$ cat src/rtl/fp_compare_pipe.sv
`timescale 1ns/1ps
// fp_compare_pipe
//   Pipelined comparator for FloPoCo-format floating-point operands.
//   The comparison is resolved combinationally at the input from the
//   classification, sign and magnitude fields (no subtractor). The result
//   then travels with its tag through LAT register stages that all advance
//   together.
//
//   Optional feature: define FPCMP_NAN_COUNT_EN to build the saturating
//   16-bit unordered-compare counter. Without it nan_count is tied to 0
//   and nan_clr is ignored.
//
//   Ports:
//     clk, rst            clock (rising edge), async active-high reset
//     in_valid/in_ready   input handshake; in_ready = advance
//     in_a, in_b          operands {exc[1:0], sign, exponent, fraction}
//     in_op               000 EQ, 001 NE, 010 LT, 011 LE, 100 GT, 101 GE
//     in_tag              opaque tag carried with the operand pair
//     out_valid/out_ready output handshake
//     out_result          (A op B); 0 for reserved ops
//     out_unord           at least one operand is NaN
//     out_tag             tag of the result
//     nan_clr, nan_count  counter clear / unordered-compare count
//
//   Handshake: a transfer happens on a rising edge where valid && ready.
//   The whole pipeline advances when advance = !out_valid || out_ready;
//   while stalled every stage and output holds its value.
module fp_compare_pipe #(
    parameter int WE   = 11,
    parameter int WF   = 20,
    parameter int LAT  = 2,
    parameter int TAGW = 8
) (
    input  logic                  clk,
    input  logic                  rst,
    input  logic                  in_valid,
    output logic                  in_ready,
    input  logic [WE+WF+2:0]      in_a,
    input  logic [WE+WF+2:0]      in_b,
    input  logic [2:0]            in_op,
    input  logic [TAGW-1:0]       in_tag,
    output logic                  out_valid,
    input  logic                  out_ready,
    output logic                  out_result,
    output logic                  out_unord,
    output logic [TAGW-1:0]       out_tag,
    input  logic                  nan_clr,
    output logic [15:0]           nan_count
);

    localparam int W  = WE + WF + 3;
    localparam int EF = WE + WF;

    // ---------------- operand decode ----------------
    logic [1:0]    w_exc_a, w_exc_b;
    logic          w_nan_a, w_nan_b;
    logic          w_neg_a, w_neg_b;
    logic [EF+1:0] w_mag_a, w_mag_b;
    logic          w_eq, w_lt, w_unord, w_res;
    logic          w_adv;

    assign w_exc_a = in_a[W-1 -: 2];
    assign w_exc_b = in_b[W-1 -: 2];
    assign w_nan_a = (w_exc_a == 2'b11);
    assign w_nan_b = (w_exc_b == 2'b11);

    // A zero is never negative, so +0 and -0 compare equal.
    assign w_neg_a = in_a[EF] && (w_exc_a != 2'b00);
    assign w_neg_b = in_b[EF] && (w_exc_b != 2'b00);

    // Magnitude key: the exc code already ranks zero < normal < inf, so it
    // forms the top bits; exponent/fraction only matter for normals.
    assign w_mag_a = {w_exc_a, (w_exc_a == 2'b01) ? in_a[EF-1:0] : {EF{1'b0}}};
    assign w_mag_b = {w_exc_b, (w_exc_b == 2'b01) ? in_b[EF-1:0] : {EF{1'b0}}};

    assign w_eq = (w_neg_a == w_neg_b) && (w_mag_a == w_mag_b);
    // Differing signs: the negative one is smaller. Both negative: larger
    // magnitude is smaller.
    assign w_lt = (w_neg_a != w_neg_b) ? w_neg_a :
                  (w_neg_a ? (w_mag_a > w_mag_b) : (w_mag_a < w_mag_b));
    assign w_unord = w_nan_a || w_nan_b;

    always_comb begin
        w_res = 1'b0;
        case (in_op)
            3'b000:  w_res = !w_unord && w_eq;
            3'b001:  w_res = w_unord || !w_eq;
            3'b010:  w_res = !w_unord && w_lt;
            3'b011:  w_res = !w_unord && (w_lt || w_eq);
            3'b100:  w_res = !w_unord && !w_lt && !w_eq;
            3'b101:  w_res = !w_unord && !w_lt;
            default: w_res = 1'b0;
        endcase
    end

    // ---------------- pipeline stages ----------------
    logic [LAT-1:0]  r_vld;
    logic [LAT-1:0]  r_res;
    logic [LAT-1:0]  r_unord;
    logic [TAGW-1:0] r_tag [LAT];

    assign w_adv    = !r_vld[LAT-1] || out_ready;
    assign in_ready = w_adv;

    always_ff @(posedge clk or posedge rst) begin
        if (rst) begin
            r_vld   <= '0;
            r_res   <= '0;
            r_unord <= '0;
            for (int i = 0; i < LAT; i++) r_tag[i] <= '0;
        end else if (w_adv) begin
            // Idle input still shifts in valid=0, so bubbles propagate.
            r_vld[0]   <= in_valid;
            r_res[0]   <= w_res;
            r_unord[0] <= w_unord;
            r_tag[0]   <= in_tag;
            for (int i = 1; i < LAT; i++) begin
                r_vld[i]   <= r_vld[i-1];
                r_res[i]   <= r_res[i-1];
                r_unord[i] <= r_unord[i-1];
                r_tag[i]   <= r_tag[i-1];
            end
        end
    end

    assign out_valid  = r_vld[LAT-1];
    assign out_result = r_res[LAT-1];
    assign out_unord  = r_unord[LAT-1];
    assign out_tag    = r_tag[LAT-1];

    // ---------------- unordered-compare counter ----------------
`ifdef FPCMP_NAN_COUNT_EN
    logic [15:0] r_nan_count;

    always_ff @(posedge clk or posedge rst) begin
        if (rst) begin
            r_nan_count <= '0;
        end else if (nan_clr) begin
            r_nan_count <= '0;
        end else if (in_valid && w_adv && w_unord && (r_nan_count != 16'hFFFF)) begin
            r_nan_count <= r_nan_count + 16'd1;
        end
    end

    assign nan_count = r_nan_count;
`else
    logic w_unused_nan_clr;
    assign w_unused_nan_clr = nan_clr;
    assign nan_count        = 16'd0;
`endif

endmodule

$ cat config.mk
export PLATFORM = sky130hd
export DESIGN_NAME = fp_compare_pipe
export DESIGN_NICKNAME = d
export VERILOG_FILES = /design/src/rtl/fp_compare_pipe.sv
export SDC_FILE = /design/constraint.sdc
export NUM_CORES = 1
export LEC_CHECK = 0
export BUFFER_PORTS_ARGS = -buffer_cell sky130_fd_sc_hd__buf_4
export CORE_MARGIN = 2
export CORE_UTILIZATION = 40
export CTS_CLUSTER_SIZE = 14
export DETAILED_ROUTE_END_ITERATION = 16
export GPL_TIMING_DRIVEN = 1
export HOLD_SLACK_MARGIN = 0.06
export PLACE_DENSITY = 0.72
export SKIP_CTS_REPAIR_TIMING = 1
export SYNTH_ARGS = -nofsm -noshare
export SYNTH_HDL_FRONTEND = slang
export SYNTH_SLANG_ARGS = --single-unit
$ cat constraint.sdc
create_clock -name clk -period 3.4 [get_ports clk]
set_input_delay 0.68 -clock clk [delete_from_list [all_inputs] [get_ports clk]]
set_output_delay 0.68 -clock clk [all_outputs]
set_load 0.05 [all_outputs]
# --- Word level (Yosys, flattened, before mapping) ---
# Index checks and enable logic that the tools add are counted.
# W data, S select, Z words.
word_totals:
  regBits: 22
  in_bits: 84
  output_inout_bits: 28
  elab_cells: 43
op_classes:
  order_cmp: 2
  n_eq_ne: 12
  mux: 5
  reduce_logical: 19
ops:
  columns: ["op", "count"]
  rows:
  - ["$mux W31", 2]
  - ["$eq A33 B33 Y1", 1]
  - ["$gt A33 B33 Y1", 1]
  - ["$lt A33 B33 Y1", 1]
  - ["$logic_and A1 B1 Y1", 8]
  - ["$eq A3 B2 Y1 const B", 2]
  - ["$eq A3 B3 Y1 const B", 2]
  - ["$pmux W1 S6", 1]
  - ["$eq A2 B1 Y1 const B", 2]
  - ["$eq A2 B2 Y1 const B", 2]
  - ["$logic_not A1 Y1", 4]
  - ["$logic_or A1 B1 Y1", 4]
  - ["$reduce_bool A2 Y1", 2]
  - ["$eq A3 B1 Y1 const B", 1]
  - ["$logic_not A3 Y1", 1]
  - ["$mux W1", 2]
  - ["$eq A1 B1 Y1", 1]
  - ["$ne A1 B1 Y1", 1]

# --- Longest topological paths before layout ---
# Gate-level depths: netlist of run 1.
logic_depth:
  ltp_word: 9
  depth_mapped: 12
  ltp_nobuf: 11

# --- Least setup slack after synthesis of run 1 ---
# OpenSTA, ideal clock, no wires.
synth_path:
  path_type: "input -> register"
  start: "input in_b[32]"
  end: "register r_res[0]"
  setup_ns: 0.130
  arrival_time_ns: 2.763
  required_time_ns: 3.270
  setup_slack_ns: 0.507
  cell_stages: 12
  n_path_buf: 1
  cell_sequence: "inv_1 nor2_1 clkbuf_1 nand2_1 ha_1 nand4_1 nor4_2 and4_4 nand2_1 a22o_1 a311oi_1 o22ai_1"
synth_between:
  elab_chain_cells: 9
  elab_cells_between_ends: 25
  classes_between: "order compare: 2; eq/ne: 5; mux: 4; reduce/logical: 14"
synth_lines:
  columns: ["element", "line_no", "rtl"]
  rows:
  - ["from (decl)", "39", "input logic [WE+WF+2:0] in_b,"]
  - ["$eq A2 B1 Y1", "74", "assign w_mag_b = {w_exc_b, (w_exc_b == 2'b01) ? in_b[EF-1:0] : {EF{1'b0}}};"]
  - ["$mux W31", "74", null]
  - ["$lt A33 B33 Y1 / $gt A33 B33 Y1 (equally long branches)", "80", "(w_neg_a ? (w_mag_a > w_mag_b) : (w_mag_a < w_mag_b));"]
  - ["$mux W1", "80", null]
  - ["$mux W1", "79", "assign w_lt = (w_neg_a != w_neg_b) ? w_neg_a :"]
  - ["$logic_not A1 Y1", "90, 91", null]
  - ["$logic_and A1 B1 Y1", "90, 91", null]
  - ["$logic_and A1 B1 Y1", "90", "3'b100: w_res = !w_unord && !w_lt && !w_eq;"]
  - ["$pmux W1 S6 (*)", "85", "case (in_op)"]
  - ["to (signal assigned)", "114", "r_res[0] <= w_res;"]
  - ["to (signal, indexed assignment)", "119", "r_res[i] <= r_res[i-1];"]
  - ["to (decl)", "98", "logic [LAT-1:0] r_res;"]
# Mark *: on every way between the ends. The rest lies on a longest branch, timed or not.
# A chain may end at the register's enable or synchronous reset.

# --- Worst setup path after layout of run 1 ---
# Same ends and word-level chain as after synthesis.

==> results of run 1 <==
[layer usage]
layer	share of wire, %	vias up	track usage, %
met5	0	-	0
met4	2.1	0	4.56
met3	5.6	10	3.33
met2	54	61	30.5
met1	38	877	16.3
li1	-	1010	-
[power by group through the flow]
stage | registers, mW | clock network [mW] | logic [mW]
after floorplan | 0.351 | 0 | 0.316
final | 0.326 | 0.151 | 0.451
after global placement | 0.328 | 0 | 0.447
after CTS | 0.327 | 0.160 | 0.456
after global routing | 0.333 | 0.170 | 0.489
after detailed placement | 0.331 | 0 | 0.454
[flip-flops by register name, summed over array words and instances, names as in the netlist]
| name | flops |
|---|---|
| r_tag | 8 |
| r_vld | 2 |
| out_tag | 8 |
| r_res | 2 |
| r_unord | 2 |
[cell usage after synthesis, drive strengths merged, types with 2 or more instances]
master / count / area (um^2)
dfrtp: 22 / 551
a21o: 6 / 46.3
inv: 9 / 33.8
nand4: 6 / 37.5
clkbuf: 9 / 33.8
nand3: 4 / 20.0
nand2b: 2 / 12.5
ha: 33 / 413
nand2: 42 / 158
and4: 2 / 20.0
nor4: 2 / 25.0
buf: 24 / 180
a221oi: 2 / 17.5
nor2: 4 / 15.0
a21oi: 14 / 70.1
nor2b: 2 / 12.5
mux2: 19 / 214
and2: 30 / 188
o21ai: 6 / 41.3
[cell type report]
cell class                 instances  area [um^2]
inverter                           9         33.8
fill                             525         2470
sequential                        22          551
clock buffer                       3         41.3
timing repair buffer              98          748
tap                               72         90.1
multi-input combinational        205         1470
[critical path: cells and delay by family]
kind                       cells  cell delay [ns]
AOI/OAI and AO/OA              3             0.55
adders and majority gates      1             0.31
buffers and inverters          3             0.36
and+or+nand+nor                6             1.10
[worst paths after layout]
path / to / startpoint / cells past startpoint
min: r_vld[1] / r_vld[0] / 1
min in group asynchronous: r_tag[9] / rst / 2
max in group asynchronous: r_tag[11] / rst / 2
max: r_res[0] / in_b[32] / 13
min reg2reg: r_vld[1] / r_vld[0] / 1
max reg2reg: out_tag[3] / r_vld[1] / 3
[through the flow]
stage          cell area (um^2)  hold slack, ns  cells  power [mW]
2_1_floorplan              2260           0.430    269       0.667
3_3_place_gp               2890           0.443    406       0.776
3_5_place_dp               2890           0.455    406       0.785
4_1_cts                    2930           0.471    409       0.942
5_1_grt                    2930           0.494    409       0.991
6_report                   2930           0.465    409       0.928
[cell families after synthesis]
group                      synth area share (%)
DFF                                        24.9
and+or+nand+nor                            22.6
xor gates and xnor gates                  0.794
other                                     0.170
adders and majority gates                  18.7
buffers and inverters                      11.2
AOI/OAI and AO/OA                          11.4
muxes                                      10.1
==> flow_metrics.tcl, run 1 <==
set metrics [dict create \
    wl_per_cell_um 11.6 \
    cpPeakStageDelay_ns 0.38 \
    cp_cell_sequence "buf_4 -> inv_1 -> nor2_2 -> buf_12 -> nand2_1 -> ha_1 -> nand4_1 -> nor4_2 -> and4_4 -> nand2_1 -> a22o_1 -> a311oi_1 -> o22ai_1" \
    pre_cts_ws_ns 0.250 \
    htreeDepth 1 \
    hold_path.class "reg2reg" \
    finalCritPeriodShare_pct 84.5 \
    netlist_area_um2 2210 \
    syn_inst 254 \
    worst_pin_slew_ns 0.799 \
    clk_pin_slew_ns 0.07 \
    gr-total-overflow 0 \
    antenna_found_initial 0 \
    p_clk_share_pct 16.3 \
    ys_seq_area_share_pct 24.9 \
    cts_buffer_depth 2 \
    gp_congestion 0.785 \
    num_vias 1958 \
    port_buffers 94 \
    crit_type "in2reg" \
    combPwrFrac_pct 48.6 \
    die_y_um 78.3 \
    power_switching_mw 0.352 \
    min_period_ns 2.87 \
    max_freq_ghz 0.348 \
    synthFlopType "dfrtp_1" \
    core.rowCount 27 \
    tns_ns 0 \
    dieArea_um2 6130 \
    leakage_nw 1.49 \
    setup_viol 0 \
    cts_buffers 3 \
    cp_slowest_cell "nor4_2" \
    critical_path_required_ns 3.54 \
    cts-root-buf "clkbuf_8" \
    final_nets 456 \
    grt_start_max_net_pins 31 \
    ys_ff_latch 22 \
    viasPerCell 4.79 \
    arrival_ns 3.01 \
    final_cell_mix "97 x buf_4, 42 x nand2_1, 33 x ha_1, 30 x and2_1, 22 x dfrtp_1" \
    crit_fanout 30 \
    slew-limit-headroom_pct 46.7 \
    grt_pass1_vias 1861 \
    switching_share_pct 38.0 \
    hpwl_mm 3.96 \
    area_delta_synth_final_pct 32.8 \
    outcome "completed" \
    yosys.cell_types.count 38 \
    setup_ws_ns 0.527 \
    cts_tree "yes" \
    rsz0062_at_grt "false" \
    crit_top_cell "nand2_1" \
    hold_viol_final 0 \
    async_flop_share_pct 100 \
    ir_worst_vdd_v 0.000171 \
    cts_sinks 22 \
    grt_pass1_wl_mm 7.82 \
    clock_latency_ns 0.25 \
    avgSynthCellArea_um2 8.69 \
    p_per_area_nw_per_um2 317 \
    die_x_um 78.3 \
    mostFrequentLayoutCell "buf_4" \
    drive_gt1_share_pct 37.4 \
    top_level_ports 112 \
    sequentialPowerShare_pct 35.2 \
    max_cap_viol_count 0 \
    startpoint_type "input port" \
    track_usage_pct 15.5 \
    core_um2 5410 \
    route.detailed.drc 0 \
    finalClockSkew_ns 0.00119 \
    wirelength_mm 4.73 \
    rrSetupSlack_ns 2.17 \
    diodes 0 \
    detail-route-antenna-nets 0 \
    initial_utilization_pct 40.8 \
    intPower_mw 0.576 \
    synth_edf_count 0 \
    final_core_util_pct 54.2 \
    ys_warn_count 0 \
    dr.pass1.iters 4 \
    drv_slew 0 \
    end_kind "flip-flop" \
    dr.first_iter.drc_count 43 \
]
No activity file was read; power rests on OpenSTA's default activity.
==> run 2, diff against run 1 <==
ABC_AREA = 1   (was unset)
PLACE_DENSITY = 0.7   (was 0.72)
clock period = 2.7 ns   (was 3.4 ns; I/O delays follow)
==> run 2 against run 1 <==
Clock power is 52% higher. Power grew 33%. Combinational power is 32% higher. Final cell count grew 35%. Register-to-register slack worse by 0.73 ns. Setup slack worse by 0.17 ns. Flip-flop and latch count did not move. Cell area is 8.7% higher.
==> flow_metrics.tcl, run 2 <==
set metrics [dict create \
    met1_usage_pct 19.4 \
    met2_usage_pct 32.7 \
    clk_pin_slew_ns 0.08 \
    cts_tree "yes" \
    leakage_nw 1.95 \
    end_kind "flip-flop" \
    arrival_ns 2.54 \
    crit_type "in2reg" \
    htreeDepth 1 \
    viasPerCell 4.40 \
    grt_busiest_layer "met2" \
    ir_worst_vdd_v 0.000355 \
    synthFlopType "dfrtp_1" \
    dieArea_um2 6730 \
    port_buffers 94 \
    wl_per_cell_um 9.52 \
    syn_inst 392 \
    postPlaceCellArea_um2 3130 \
    setup.worst_path.end "r_res[0]" \
    tns_ns 0 \
    num_vias 2426 \
    route.detailed.drc 0 \
    gp_congestion 0.841 \
    area_delta_synth_final_pct 30.9 \
    rsz0062_at_grt "false" \
    dp.cells 547 \
    critical_path_required_ns 2.90 \
    fin_hold_ws_ns 0.448 \
    top_level_ports 112 \
    antenna_found_initial 0 \
    mostFrequentLayoutCell "nand2_1" \
    grt_pass1_wl_mm 9.04 \
    p_total_mw 1.23 \
    synth_top_area_share_pct 22.6 \
    yosys-top-cells-area "dfrtp_1 23%, nand2_1 21%, ha_1 17%, inv_1 10%, buf_4 7.4%" \
    num-fill-cells 601 \
    dr.first_iter.drc_count 71 \
    synth_common_cells "138 x nand2_1, 65 x inv_1, 48 x nor2_1" \
    grt_pass1_vias 2268 \
    min_period_ns 2.34 \
    cts_buffer_depth 2 \
    final_nets 594 \
    worst_pin_slew_ns 0.820 \
    ys_warn_count 0 \
    max_freq_ghz 0.427 \
    avgSynthCellArea_um2 6.21 \
    hpwl_mm 4.49 \
    diodes 0 \
    crit_fanout 14 \
    finalNonFillerCells 551 \
    drive_gt1_share_pct 24.8 \
    dr.pass1.iters 4 \
    cts-root-buf "clkbuf_8" \
    cts_sinks 22 \
    wirelength_mm 5.25 \
    core_um2 5890 \
    clock_latency_ns 0.25 \
    p_per_area_nw_per_um2 386 \
    startpoint_type "input port" \
    yosys.cell_types.count 26 \
    die_x_um 82.0 \
    setup_viol 0 \
    slew-limit-headroom_pct 45.2 \
    hold_path.class "in2async" \
    setup_ws_ns 0.356 \
    final_core_util_pct 54.2 \
    track_usage_pct 16.4 \
    grt_start_max_net_pins 24 \
    final_cell_mix "138 x nand2_1, 97 x buf_4, 64 x inv_1, 46 x nor2_1, 33 x ha_1" \
    hold_viol_final 0 \
    core.rowCount 28 \
    gr-total-overflow 0 \
    finalClockSkew_ns 0.00198 \
    rr_startpoint "r_vld[1]" \
    synth_edf_count 0 \
    synth_top_area_cell "dfrtp_1" \
    cts_buffers 3 \
    netlist_area_um2 2430 \
    final_cell_area_um2 3190 \
    ys_seq_area_share_pct 22.6 \
    outcome "completed" \
    initial_utilization_pct 41.4 \
    ff2ff_path_depth 4 \
    drv_slew 0 \
    async_flop_share_pct 100 \
    use_met3_pct 1.54 \
    die_y_um 82.0 \
    pre_cts_ws_ns 0.0246 \
    yosysMostFrequentCell "nand2_1" \
    detail-route-antenna-nets 0 \
    rrSetupSlack_ns 1.44 \
    finalCritPeriodShare_pct 86.8 \
    crit_path_start "in_b[32]" \
    max_cap_viol_count 0 \
    ys_ff_latch 22 \
    r2r-end "r_tag[15]" \
]
-- run 2: cells by family (layout without fill, tap and decap cells) --
family	count (synthesis)	in the layout	synth area share (%)
buf+inv	99	168	19.3
compound gates	27	27	5.91
other cells	1	16	0.154
simple gates	209	209	34.7
fa+ha+maj	33	33	17.0
flops	22	22	22.6
xor+xnor	1	1	0.360
-- run 2: final cells by class --
class / count / area, um^2 / share of cell area [%]
multi-input cells: 286 / 1480 / 46.3
repair buffers: 99 / 768 / 24.1
flip-flops and latches: 22 / 551 / 17.3
inverters: 65 / 244 / 7.65
well taps: 75 / 93.8 / 2.94
clock buffers: 4 / 55.1 / 1.73
-- run 2: critical path: stages --
cell and delay (ns):
buf_4 0.09, inv_1 0.07, nor2_2 0.10, buf_4 0.20, nand2_1 0.07, ha_1 0.32, nand2_2 0.09, nor3_1 0.22
nand3b_1 0.10, nor2_1 0.09, nand2_1 0.07, nor2_1 0.17, a31oi_1 0.11, nand2_1 0.08, nand2_1 0.05, nand2_1 0.05
nand2_1 0.05, nand2_1 0.07
-- run 2: per-layer routing --
layer,vias up,wire length (um)
met1,1063,2270
met5,-,0
met4,0,21
met3,2,252
met2,53,2710
li1,1308,-
-- run 2: worst min-delay path by stage --
stage | from | end | slack, ns | cells past startpoint
after floorplan | r_vld[0] | r_vld[1] | 0.42 | 2
after global placement | r_vld[0] | r_vld[1] | 0.44 | 2
after detailed placement | r_vld[0] | r_vld[1] | 0.43 | 2
after CTS | r_vld[0] | r_vld[1] | 0.46 | 2
after global routing | in_tag[5] | r_tag[13] | 0.47 | 3
final | rst | r_tag[12] | 0.45 | 2
-- run 2: report_power, final --
part	switching, mW	internal [mW]	total (mW)
combinational	0.373	0.222	0.595
sequential	0.0250	0.381	0.406
clock	0.0996	0.130	0.229
total	0.498	0.733	1.23
==> run 3, diff against run 2 <==
--- a/config.mk
+++ b/config.mk
@@ -20 +20,2 @@
 export SYNTH_SLANG_ARGS = --single-unit
+export TNS_END_PERCENT = 10
==> constraint.sdc (replaced) <==
create_clock -name clk -period 2.7 [get_ports clk]
set_input_delay 0.81 -clock clk [delete_from_list [all_inputs] [get_ports clk]]
set_output_delay 0.81 -clock clk [all_outputs]
set_load 0.05 [all_outputs]
==> run 3 against run 2 <==
Worst hold slack gained 0.0069 ns. Non-clock buffer count grew 12. Global-route usage increased by 0.88 points. Count of clock-buffer cells in the layout fell by 1. Utilization grew 11 points. Critical endpoint unchanged.
==> flow_metrics.tcl, run 3 (synthesis results as in run 2) <==
set metrics [dict create \
    finalCritPeriodShare_pct 96.9 \
    cts_buffers 3 \
    outcome "completed" \
    core.rowCount 28 \
    path_depth 22 \
    crit_fanout 14 \
    max_cap_viol_count 0 \
    path_delay_family "simple AND/OR/NAND/NOR gates" \
    final_core_util_pct 65.4 \
    switching_share_pct 39.7 \
    cp.buffers_inverters 3 \
    num_vias 2630 \
    cp_slowest_cell "ha_4" \
    drv_slew 0 \
    port_buffers 94 \
    die_x_um 82.0 \
    p_per_area_nw_per_um2 373 \
    finalClockSkew_ns 0.00243 \
    r2r-end "r_tag[8]" \
    htreeDepth 1 \
    drive_gt1_share_pct 42.8 \
    mostFrequentLayoutCell "buf_4" \
    core_um2 5890 \
    gp_congestion 0.845 \
    initial_utilization_pct 41.4 \
    track_usage_pct 17.3 \
    end_kind "flip-flop" \
    rrSetupSlack_ns 1.62 \
    dieArea_um2 6730 \
    startpoint_type "input port" \
    critical_path_required_ns 2.86 \
    dr.first_iter.drc_count 97 \
    min_period_ns 2.62 \
    grt_pass1_vias 2358 \
    final_cell_mix "104 x buf_4, 103 x nand2_1, 63 x inv_1, 32 x nand2_2, 30 x nor2_1" \
    cp_cell_sequence "buf_4 -> nor2_2 -> inv_2 -> buf_12 -> nor2_1 -> ha_4 -> nand2_2 -> nor2_4 -> nand3_2 -> nor2_2 -> nand2_1 -> nand2_1 -> nor2_1 -> nand2_2 -> nand2_2 -> nand2_2 -> nand3_2 -> nand2_1 -> nand2_1 -> nand2_1 -> nand2_1 -> nand2_1" \
    grt_start_max_net_pins 31 \
    top_level_ports 112 \
    antenna_found_initial 0 \
    clk_pin_slew_ns 0.08 \
    crit_top_cell "nand2_1" \
    worst_pin_slew_ns 0.844 \
    setup_viol 0 \
    cts_tree "yes" \
    route.detailed.drc 0 \
    wirelength_mm 6.75 \
    viasPerCell 4.67 \
    wl_per_cell_um 12.0 \
    min_from "r_vld[0]" \
    detail-route-antenna-nets 0 \
    intPower_mw 0.867 \
    sequentialPowerShare_pct 28.4 \
    cts-root-buf "clkbuf_8" \
    power_switching_mw 0.570 \
    crit_type "in2reg" \
    area_delta_synth_final_pct 58.0 \
    ir_worst_vdd_v 0.000412 \
    die_y_um 82.0 \
    slew-limit-headroom_pct 43.7 \
    setup.worst_path.end "r_res[0]" \
    diodes 0 \
    max_freq_ghz 0.382 \
    grt_pass1_wl_mm 9.32 \
    combPwrFrac_pct 50.4 \
    p_clk_share_pct 21.3 \
    clock_latency_ns 0.26 \
    leakage_nw 2.10 \
    hold_path.class "reg2reg" \
    cts_buffer_depth 2 \
    crit_path_start "in_a[33]" \
    tns_ns 0 \
    cts_sinks 22 \
    rr_startpoint "r_vld[1]" \
    hpwl_mm 4.63 \
    dr.pass1.iters 4 \
    arrival_ns 2.78 \
    hold_viol_final 0 \
    final_nets 606 \
    ff2ff_path_depth 5 \
    rsz0062_at_grt "true" \
    gr-total-overflow 0 \
    cpPeakStageDelay_ns 0.25 \
]
-- run 3: cell type report --
cell class              count  area, um^2
clock buffers               3        41.3
flip-flops and latches     22         551
inverters                  65         246
repair buffers            111         913
clock inverters             1        30.0
fillers                   523        2040
well taps                  75        93.8
multi-input cells         286        1970
-- run 3: worst reg2reg max path, delay by kind of cell (launching register included) --
family                 cells  cell delay [ns]
AOI/OAI and AO/OA          1             0.20
and+or+nand+nor            1             0.11
buffers and inverters      3             0.33
DFF                        1             0.35
-- run 3: metal layers --
layer | GRT usage (%) | up-vias | share of wire, %
met3 | 1.32 | 19 | 4.3
met2 | 34.1 | 82 | 53
met1 | 19.7 | 1197 | 40
met5 | 0 | - | 0
met4 | 4.83 | 0 | 2.9
li1 | - | 1332 | -
-- run 3: how the worst min path moves through the flow --
stage          slack (ns)  depth (start not counted)       end
2_1_floorplan        0.42                          2  r_vld[1]
3_3_place_gp         0.43                          2  r_vld[1]
3_5_place_dp         0.43                          2  r_vld[1]
4_1_cts              0.46                          2  r_vld[1]
5_1_grt              0.50                          2  r_vld[1]
6_report             0.45                          2  r_vld[1]
-- run 3: per-stage QoR --
| step | hold WS (ns) | std cells | power [mW] | worst slack (ns) | area [um^2] |
|---|---|---|---|---|---|
| after detailed placement | 0.434 | 556 | 1.03 | -0.196 | 3210 |
| after floorplan | 0.420 | 407 | 0.857 | 0.0202 | 2490 |
| after global routing | 0.502 | 563 | 1.53 | -0.0946 | 3850 |
| after global placement | 0.433 | 556 | 1.02 | -0.166 | 3210 |
| final | 0.455 | 563 | 1.44 | 0.0844 | 3850 |
| after CTS | 0.455 | 560 | 1.34 | 0.0845 | 3280 |
-- run 3: power by group through the flow --
stage	Sequential (mW)	Combinational [mW]	Clock, mW
floorplan	0.434	0.424	0
global placement	0.411	0.605	0
detailed placement	0.414	0.615	0
global route	0.414	0.792	0.329
CTS	0.408	0.617	0.313
finish	0.408	0.723	0.305
